--- config.mk ---
export PLATFORM = sky130hd
export DESIGN_NAME = reg_writeback_queue
export DESIGN_NICKNAME = d
export VERILOG_FILES = /design/src/rtl/reg_writeback_queue.sv
export SDC_FILE = /design/constraint.sdc
export NUM_CORES = 1
export LEC_CHECK = 0
export CAP_MARGIN = 20
export CORE_UTILIZATION = 55
export CTS_CLUSTER_SIZE = 12
export DETAILED_ROUTE_END_ITERATION = 10
export GPL_TIMING_DRIVEN = 0
export PLACE_DENSITY = 0.91
export SYNTH_ARGS = -nofsm -noshare
export SYNTH_HDL_FRONTEND = slang
export SYNTH_SLANG_ARGS = --single-unit
--- constraint.sdc ---
create_clock -name clk -period 4 [get_ports clk]
set_input_delay 0.8 -clock clk [delete_from_list [all_inputs] [get_ports clk]]
set_output_delay 0.8 -clock clk [all_outputs]
set_load 0.02 [all_outputs]
--- src/rtl/reg_writeback_queue.sv ---
`default_nettype none
// ============================================================================
// Module   : reg_writeback_queue
// Purpose  : In-order write-back FIFO in front of register_bank's single write
//            port, with two combinational forwarding lookups for operand fetch.
// Revision : 1.0
// ============================================================================
module reg_writeback_queue #(
  parameter int ADDRESS_SIZE  = 5,
  parameter int REGISTER_SIZE = 8,
  parameter int DEPTH         = 4
) (
  input  logic                         clk,
  input  logic                         reset,
  input  logic                         req_valid,
  output logic                         req_ready,
  input  logic [ADDRESS_SIZE-1:0]      req_addr,
  input  logic [REGISTER_SIZE-1:0]     req_data,
  input  logic                         drain_en,
  output logic                         write,
  output logic [ADDRESS_SIZE-1:0]      addr_in,
  output logic [REGISTER_SIZE-1:0]     data_in,
  input  logic [ADDRESS_SIZE-1:0]      lookup_addr1,
  output logic                         fwd_hit1,
  output logic [REGISTER_SIZE-1:0]     fwd_data1,
  input  logic [ADDRESS_SIZE-1:0]      lookup_addr2,
  output logic                         fwd_hit2,
  output logic [REGISTER_SIZE-1:0]     fwd_data2,
  output logic [$clog2(DEPTH):0]       count,
  output logic                         empty
);

  localparam int PTR_W = $clog2(DEPTH);
  localparam int CNT_W = PTR_W + 1;
  localparam logic [CNT_W-1:0] C_DEPTH = CNT_W'(DEPTH);

  logic [ADDRESS_SIZE-1:0]  entry_addr_q [DEPTH];
  logic [ADDRESS_SIZE-1:0]  entry_addr_d [DEPTH];
  logic [REGISTER_SIZE-1:0] entry_data_q [DEPTH];
  logic [REGISTER_SIZE-1:0] entry_data_d [DEPTH];
  logic [PTR_W-1:0]         head_q, head_d;
  logic [PTR_W-1:0]         tail_q, tail_d;
  logic [CNT_W-1:0]         count_q, count_d;

  logic w_store;
  logic w_pop;

  // Slot k is the k-th oldest entry; live slots are those below count.
  logic [PTR_W-1:0] w_slot_idx  [DEPTH];
  logic             w_slot_live [DEPTH];

  for (genvar k = 0; k < DEPTH; k++) begin : g_slot
    assign w_slot_idx[k]  = head_q + PTR_W'(k);
    assign w_slot_live[k] = (CNT_W'(k) < count_q);
  end

  assign empty     = (count_q == '0);
  assign count     = count_q;
  assign req_ready = (count_q < C_DEPTH);

  // Address-0 requests complete the handshake but are dropped.
  assign w_store = req_valid && req_ready && (req_addr != '0);
  assign w_pop   = drain_en && !empty && !reset;

  assign write   = w_pop;
  assign addr_in = empty ? '0 : entry_addr_q[head_q];
  assign data_in = empty ? '0 : entry_data_q[head_q];

  // Scanning oldest to youngest lets the youngest match win.
  always_comb begin
    fwd_hit1  = 1'b0;
    fwd_data1 = '0;
    fwd_hit2  = 1'b0;
    fwd_data2 = '0;
    for (int k = 0; k < DEPTH; k++) begin
      if (w_slot_live[k] && (lookup_addr1 != '0) &&
          (entry_addr_q[w_slot_idx[k]] == lookup_addr1)) begin
        fwd_hit1  = 1'b1;
        fwd_data1 = entry_data_q[w_slot_idx[k]];
      end
      if (w_slot_live[k] && (lookup_addr2 != '0) &&
          (entry_addr_q[w_slot_idx[k]] == lookup_addr2)) begin
        fwd_hit2  = 1'b1;
        fwd_data2 = entry_data_q[w_slot_idx[k]];
      end
    end
  end

  always_comb begin
    entry_addr_d = entry_addr_q;
    entry_data_d = entry_data_q;
    head_d       = head_q;
    tail_d       = tail_q;
    count_d      = count_q;
    if (w_store) begin
      entry_addr_d[tail_q] = req_addr;
      entry_data_d[tail_q] = req_data;
      tail_d               = tail_q + 1'b1;
    end
    if (w_pop) begin
      head_d = head_q + 1'b1;
    end
    case ({w_store, w_pop})
      2'b10:   count_d = count_q + 1'b1;
      2'b01:   count_d = count_q - 1'b1;
      default: count_d = count_q;
    endcase
  end

  always_ff @(posedge clk) begin
    if (reset) begin
      head_q  <= '0;
      tail_q  <= '0;
      count_q <= '0;
    end else begin
      head_q  <= head_d;
      tail_q  <= tail_d;
      count_q <= count_d;
    end
  end

  // Entry storage needs no reset: validity comes from head/count alone.
  always_ff @(posedge clk) begin
    entry_addr_q <= entry_addr_d;
    entry_data_q <= entry_data_d;
  end

endmodule
`default_nettype wire

==> metrics.md, run 1 <==
| Metric | Value |
|---|---|
| CTS Sinks | 59 |
| Vias/cell | 6.55 |
| Largest net degree at the start of global routing | 14 |
| Power share of the clock group | 20.8% |
| Mean Syn Cell Area | 9.88 um^2 |
| DR vias | 4406 |
| Synth area leaders | edfxtp_1, mux2i_1, xnor2_1, mux4_2, nand2_1 |
| Yosys warning total | 0 |
| Most frequent cells in the layout | edfxtp_1, nand2_1, nor2_1 |
| Max Buffers Root-to-Sink | 2 |
| Die X | 94.6 um |
| Vias in the first global route | 4161 |
| Leading area contributor after synthesis | edfxtp_1 |
| Slew Viols, Final | 0 |
| Failing checks | setup timing |
| Power Density | 457 mW/mm^2 |
| Share of the synthesized area in the top cell type | 33.1% |
| Peak Freq | 0.241 GHz |
| Yosys cell types | 54 |
| Top Ports | 64 |
| Worst Setup SP | head_q[0] |
| Crit path DAT | 3340 ps |
| Initial antenna violation count | 0 |
| Area grow syn2layout | 25.1% |
| IO Port Bufs | 52 |
| Initial Util | 57.1% |
| Skew final | 22.7 ps |
| H-Tree Depth | 3 |
| Crit-path cells | buf_8, buf_4, buf_12, mux4_2, xnor2_1, nand4_1, or4_1, clkbuf_4, nand2_1, a21oi_4, buf_4, o311ai_1, o21ai_1, buf_4 |
| Cells after Synth | 477 |
| Clk root buf | clkbuf_8 |
| Worst slack at placement | -694 ps |
| Adder-Cell Fraction of Synth Area | 2.39% |
| #FFs+latches synth | 59 |
| Pint | 1.61 mW |
| Min Tclk post-route | 4140 ps |
| Reg-to-Reg End | head_q[1] |
| Flip-flop and latch area | 0.00171 mm^2 |
| Fill count | 597 |
| CP most frequent cell | buf_4 |
| Status | complete, but fails checks |
| Multiplexer share of the synthesized area | 19.8% |
| Drt first-iter violations | 797 |
| Compound-cell area share of the yosys netlist | 14.0% |
| Number of diodes | 0 |
| Area of the multi-input gates | 0.00285 mm^2 |
| Power share of the combinational group | 50.4% |
| FF-to-FF path depth | 7 |
| Sequential element share of the synthesized area | 36.1% |
| FF-to-FF setup slack | 1690 ps |
| Setup ws final | -143 ps |
| Syn nets | 513 |
| Simple-Gate Fraction of Synth Area | 13.5% |
| Layout cell share with drive strength beyond 1 | 22.9% |
| Hold Crit Class | reg2reg |
| CTS Hold Bufs | 0 |
| Netlist Area Pre-Place | 0.00471 mm^2 |
| Clk slew on worst S/H paths | 90 ps |
| Slowest CP cell | mux4_2 |
| Largest family of logic cells by synthesized area | multiplexers |
| RSZ-0062 raised after global routing | yes |
| GP Congestion | 0.970 |
| Rel. slew slack | 53.5% |
| Switching pwr | 1.08 mW |
| Final wirelength | 14.1 mm |
| Sequential share of power | 28.8% |
| Worst slew pin tran | 688 ps |
| Sw Share | 40.1% |
| Critical path data required time | 3200 ps |
| Total negative slack | -1300 ps |
| Critical path endpoint category | primary output |
| Setup Viol. Count Final | 16 |
| # DRC | 0 |
| Drt wl/cell | 21.0 um |
| First-pass GRT wire length | 21.6 mm |
| Layout Nets | 599 |
| XOR/XNOR share of the synthesized area | 8.73% |
| Reg2reg start | head_q[0] |
| CTS tree | yes |
| Max_cap viols | 0 |
| Final Hold Viols | 0 |
| Pre-Repair DR Iteration Count | 7 |
| Post-route ant nets | 0 |
| Global route total overflow | 0 |
| Most common cell after layout, fill and taps aside | edfxtp_1 |
| Leakage Power | 2.12 nW |
| Row count | 33 |
| Worst-Skew Late Latency | 350 ps |
| Core ar. | 0.00826 mm^2 |
| Max incr delay on CP | 540 ps |
| CP Launch Type | flip-flop |
| Total GRT Usage | 32.7% |
| Die area | 0.00894 mm^2 |
| Critical Path Sink | fwd_data2[6] |
| Worst VDD drop | 354 uV |
| Chip height | 94.6 um |
| Worst Path Max Fanout | 10 |
| Critical path class | reg2out |
| Final HPWL DP | 9.84 mm |
| Final worst path period share | 104% |
| Num CTS Buffers | 9 |
==> how the worst min path moves through the flow <==
stage               startpoint         to  cells after the start
finish               tail_q[1]  tail_q[1]                      2
global route          count[2]   count[2]                      2
CTS                  tail_q[1]  tail_q[1]                      2
detailed placement   tail_q[1]  tail_q[1]                      2
global placement     tail_q[1]  tail_q[1]                      2
floorplan            tail_q[1]  tail_q[1]                      2
==> metal layers <==
layer	wire length [um]	GRT usage, %	part of all wire [%]
met1	5710	46.0	40
met2	6370	49.5	45
met3	1550	6.52	11
met4	492	13.5	3.5
met5	0	0	0
==> synth_stat cells, drive strengths merged <==
| cell | count |
|---|---|
| a211oi | 5 |
| a21oi | 25 |
| a221oi | 2 |
| a22o | 3 |
| a22oi | 1 |
| a31oi | 4 |
| and2 | 4 |
| and2b | 1 |
| buf | 22 |
| clkbuf | 17 |
| clkinv | 1 |
| dfxtp | 7 |
| edfxtp | 52 |
| ha | 9 |
| inv | 15 |
| mux2 | 12 |
| mux2i | 42 |
| mux4 | 16 |
| nand2 | 45 |
| nand2b | 1 |
| nand3 | 4 |
| nand4 | 7 |
| nor2 | 45 |
| nor2b | 5 |
| nor3 | 8 |
| nor3b | 1 |
| nor4 | 2 |
| nor4b | 2 |
| o211ai | 1 |
| o21a | 1 |
| o21ai | 38 |
| o221a | 4 |
| o22a | 4 |
| o22ai | 3 |
| o311a | 1 |
| o311ai | 4 |
| o31a | 3 |
| o31ai | 3 |
| or3 | 3 |
| or4 | 6 |
| or4b | 1 |
| xnor2 | 32 |
| xor2 | 15 |
==> power by group through the flow <==
stage | Clock, mW | Sequential (mW) | Combinational (mW)
6_report | 0.561 | 0.775 | 1.36
2_1_floorplan | 0 | 0.778 | 0.817
3_5_place_dp | 0 | 0.786 | 1.20
5_1_grt | 0.593 | 0.779 | 1.45
3_3_place_gp | 0 | 0.781 | 1.18
4_1_cts | 0.564 | 0.774 | 1.27
==> area by class of cell <==
cell class | count | area share (%)
buffer | 38 | 3.99
clock buffer | 9 | 2.10
clock inverter | 7 | 1.32
inverter | 16 | 1.02
multi-input combinational | 363 | 48.3
sequential | 59 | 28.9
tap | 105 | 2.23
timing repair buffer | 76 | 12.1
==> critical path, delay by kind of cell (launching register included) <==
family / cells / cell delay (ps)
muxes: 1 / 540
and+or+nand+nor: 3 / 740
xor gates and xnor gates: 1 / 220
DFF: 1 / 380
buffers and inverters: 6 / 850
AOI/OAI and AO/OA: 3 / 230
==> flip-flops by register name (all words and copies together), names as in the netlist <==
name / flops
head_q: 2
entry_addr_q: 20
tail_q: 2
count: 3
entry_data_q: 32
==> kinds of logic (layout without fill, tap and decap cells) <==
group	Yosys count	in the layout
AOI/OAI and AO/OA	102	102
xor gates and xnor gates	47	47
adders and majority gates	9	9
buffers and inverters	55	146
DFF	59	59
muxes	70	70
and+or+nand+nor	135	135
==> stage by stage <==
stage	power [mW]	hold WS (ps)	util [%]	area, um^2	cells
2_1_floorplan	1.60	514	-	4710	477
3_3_place_gp	1.96	530	65.0	5370	634
3_5_place_dp	1.98	548	65.0	5370	634
4_1_cts	2.61	558	70.1	5790	668
5_1_grt	2.82	598	71.4	5900	673
6_report	2.69	551	71.4	5900	673
==> what timing repair did <==
item	CTS	global route
resized for setup	104	21
setup buffers	18	6
pin swaps	10	10
setup endpoints to repair	23	22
gates cloned	0	0
No activity file was read; power rests on OpenSTA's default activity.
==> inputs of run 2 (changes only) <==
--- a/config.mk
+++ b/config.mk
@@ -6,11 +6,13 @@
 export NUM_CORES = 1
 export LEC_CHECK = 0
 export CAP_MARGIN = 20
-export CORE_UTILIZATION = 55
+export CELL_PAD_IN_SITES_DETAIL_PLACEMENT = 1
+export CELL_PAD_IN_SITES_GLOBAL_PLACEMENT = 1
+export CORE_UTILIZATION = 44
 export CTS_CLUSTER_SIZE = 12
 export DETAILED_ROUTE_END_ITERATION = 10
 export GPL_TIMING_DRIVEN = 0
-export PLACE_DENSITY = 0.91
+export PLACE_DENSITY = 0.93
 export SYNTH_ARGS = -nofsm -noshare
 export SYNTH_HDL_FRONTEND = slang
 export SYNTH_SLANG_ARGS = --single-unit
==> metrics.md, run 2 (same netlist as run 1, synthesis figures left out) <==
| Metric | Value |
|---|---|
| Final worst path period share | 106% (+2.5 points) |
| Worst-Skew Late Latency | 330 ps (-20 ps) |
| Worst slew pin tran | 856 ps (+168 ps) |
| Final HPWL DP | 11.4 mm (+16%) |
| Number of diodes | 0 (unchanged) |
| Final Hold Slack | 590 ps (+39.6 ps) |
| Layout Nets | 610 (+1.8%) |
| Number of stages on the worst setup path | 10 (-4) |
| Placed cell count | 665 (+4.9%) |
| Most frequent cells in the layout | edfxtp_1, buf_4, nand2_1 |
| Pwr Total | 3.00 mW (+11%) |
| Hold Path Cell Cnt | 2 (unchanged) |
| Layout cell share with drive strength beyond 1 | 29.8% (+6.9 points) |
| Drt wl/cell | 27.4 um (+30%) |
| DR vias | 4708 (+6.9%) |
| Most common cell after layout, fill and taps aside | edfxtp_1 |
| Setup Viol. Count Final | 12 (-4) |
| Worst slack at placement | -800 ps (-106 ps) |
| CP Launch Type | flip-flop |
| Final std cell area, no fill | 0.00630 mm^2 (+6.8%) |
| Chip height | 106 um (+12%) |
| Global Route met1 Usage | 42.9% (-3.1 points) |
| Initial antenna violation count | 0 (unchanged) |
| Final non-filler cell total | 714 (+6.1%) |
| Num CTS Buffers | 9 (unchanged) |
| Min-delay src | tail_q[1] |
| RSZ-0062 raised after global routing | yes |
| Sequential share of power | 26.3% (-2.5 points) |
| FF-to-FF path depth | 8 (+1) |
| Flip-flop and latch area | 0.00171 mm^2 (+0.15%) |
| Row count | 37 (+12%) |
| Status | complete, but fails checks |
| Crit path max-delay family | multiplexers |
| Setup ws final | -244 ps (-101 ps) |
| Switching pwr | 1.21 mW (+12%) |
| Critical path endpoint category | primary output |
| GP Congestion | 0.937 (-3.4%) |
| Slew Viols, Final | 0 (unchanged) |
| Hold Crit Class | reg2reg |
| H-Tree Depth | 3 (unchanged) |
| Top Ports | 64 (unchanged) |
| Fill count | 1136 (+90%) |
| Vias in the first global route | 4725 (+14%) |
| Sw Share | 40.4% (+0.31 points) |
| Max Buffers Root-to-Sink | 2 (unchanged) |
| Area after DPL | 0.00540 mm^2 (+0.72%) |
| Slowest CP cell | or4_4 |
| CP bufs+invs | 2 (-4) |
| Most flop-heavy register | entry_data_q |
| Rel. slew slack | 42.5% (-11 points) |
| Pre-Repair DR Iteration Count | 5 (-2) |
| Final wirelength | 19.5 mm (+38%) |
| Largest net degree at the start of global routing | 14 (unchanged) |
| Drt first-iter violations | 495 (-38%) |
| First-pass GRT wire length | 27.0 mm (+25%) |
| # DRC | 0 (unchanged) |
| Final Hold Viols | 0 (unchanged) |
| Crit-path cells | mux2i_2, mux2i_4, xor2_1, or4_4, buf_6, o31a_1, a22o_1, a31oi_1, mux2i_1, buf_4 |
| Met2 usage | 51.3% (+1.9 points) |
| Max_cap viols | 0 (unchanged) |
| Leakage Power | 2.27 nW (+7.0%) |
| Util after Layout | 60.7% (-11 points) |
| Peak Freq | 0.236 GHz (-2.4%) |
| Clk slew on worst S/H paths | 60 ps (-30 ps) |
| CTS tree | yes |
| Global route total overflow | 0 (unchanged) |
| Area of the multi-input gates | 0.00305 mm^2 (+7.1%) |
| Clk root buf | clkbuf_8 |
| Reg2reg start | count[0] |
| Failing checks | setup timing |
| CTS Sinks | 59 (unchanged) |
| Global-route layer with the greatest usage | met2 |
| Total GRT Usage | 32.4% (-0.34 points) |
| CTS Hold Bufs | 0 (unchanged) |
| Max FFs per register | 32 (unchanged) |
| Min Tclk post-route | 4240 ps (+101 ps) |
| Pint | 1.79 mW (+11%) |
| Core ar. | 0.0104 mm^2 (+26%) |
| Total negative slack | -1230 ps (+70.4 ps) |
| Post-route ant nets | 0 (unchanged) |
| Power share of the combinational group | 52.5% (+2.1 points) |
| Area grow syn2layout | 33.6% |
| Skew final | 8.21 ps (-14.5 ps) |
| Initial Util | 45.5% (-12 points) |
| Critical path data required time | 3200 ps (about the same) |
| Worst VDD drop | 302 uV (-15%) |
| Vias/cell | 6.59 (+0.72%) |
| Critical path class | reg2out |
| Die area | 0.0111 mm^2 (+24%) |
| Power share of the clock group | 21.2% (+0.4 points) |
| Power Density | 477 mW/mm^2 (+4.4%) |
| IO Port Bufs | 52 (unchanged) |
| Global routing usage on met3 | 4.95% (-1.6 points) |
| Worst Setup SP | entry_addr_q[2] |
| Die X | 106 um (+12%) |
| Worst Path Max Fanout | 5 (-5) |
| Max incr delay on CP | 670 ps (+130 ps) |
| Crit path DAT | 3440 ps (+100 ps) |
## run 2: changes by cell type in the layout (fill, tap and decap cells not counted), sizes merged
cell / delta
inv: -1
clkinv: -4
bufinv: +2
dlygate4sd2: +1
clkinvlp: +1
dlymetal6s2s: -1
clkdlybuf4s50: +1
buf: +17
clkdlybuf4s15: -6
## run 2: path summary, 6_finish.rpt
check	endpoint	slack, ps
setup / recovery	fwd_data1[4]	-240
hold / removal	tail_q[1]	590
setup reg to reg	count[2]	1710
hold reg to reg	tail_q[1]	590
## run 2: worst register-to-register path: stages (launching register included)
cell     delay [ps]
dfxtp_1         500
inv_1           160
ha_1            230
nand2_1         150
nand2_1         130
nor2_1          180
ha_1            320
or3_1           380
a21oi_1         160
## run 2: cell type report
| type | count | share of cell area (%) |
|---|---|---|
| Buffer | 36 | 4.25 |
| Clock buffer | 10 | 2.03 |
| Clock inverter | 5 | 1.63 |
| Inverter | 16 | 1.01 |
| Multi-Input combinational cell | 363 | 48.4 |
| Sequential cell | 59 | 27.1 |
| Tap cell | 136 | 2.70 |
| Timing Repair Buffer | 89 | 12.8 |
## run 2: repair_timing
item	CTS	global route
gates resized for setup	124	80
pin swaps	14	21
endpoints found under the setup margin	26	22
buffers inserted	24	12
cloned	1	0
## run 2: power by group through the flow
stage	registers, mW	logic [mW]	clock network, mW
2_1_floorplan	0.778	0.817	0
3_3_place_gp	0.781	1.20	0
3_5_place_dp	0.790	1.25	0
4_1_cts	0.780	1.37	0.646
5_1_grt	0.789	1.64	0.662
6_report	0.788	1.58	0.637
## run 2: layer usage
layer,vias to the layer above,share of wire [%]
li1,1949,-
met1,2312,39
met2,364,46
met3,83,9.3
met4,0,5.3
met5,-,0
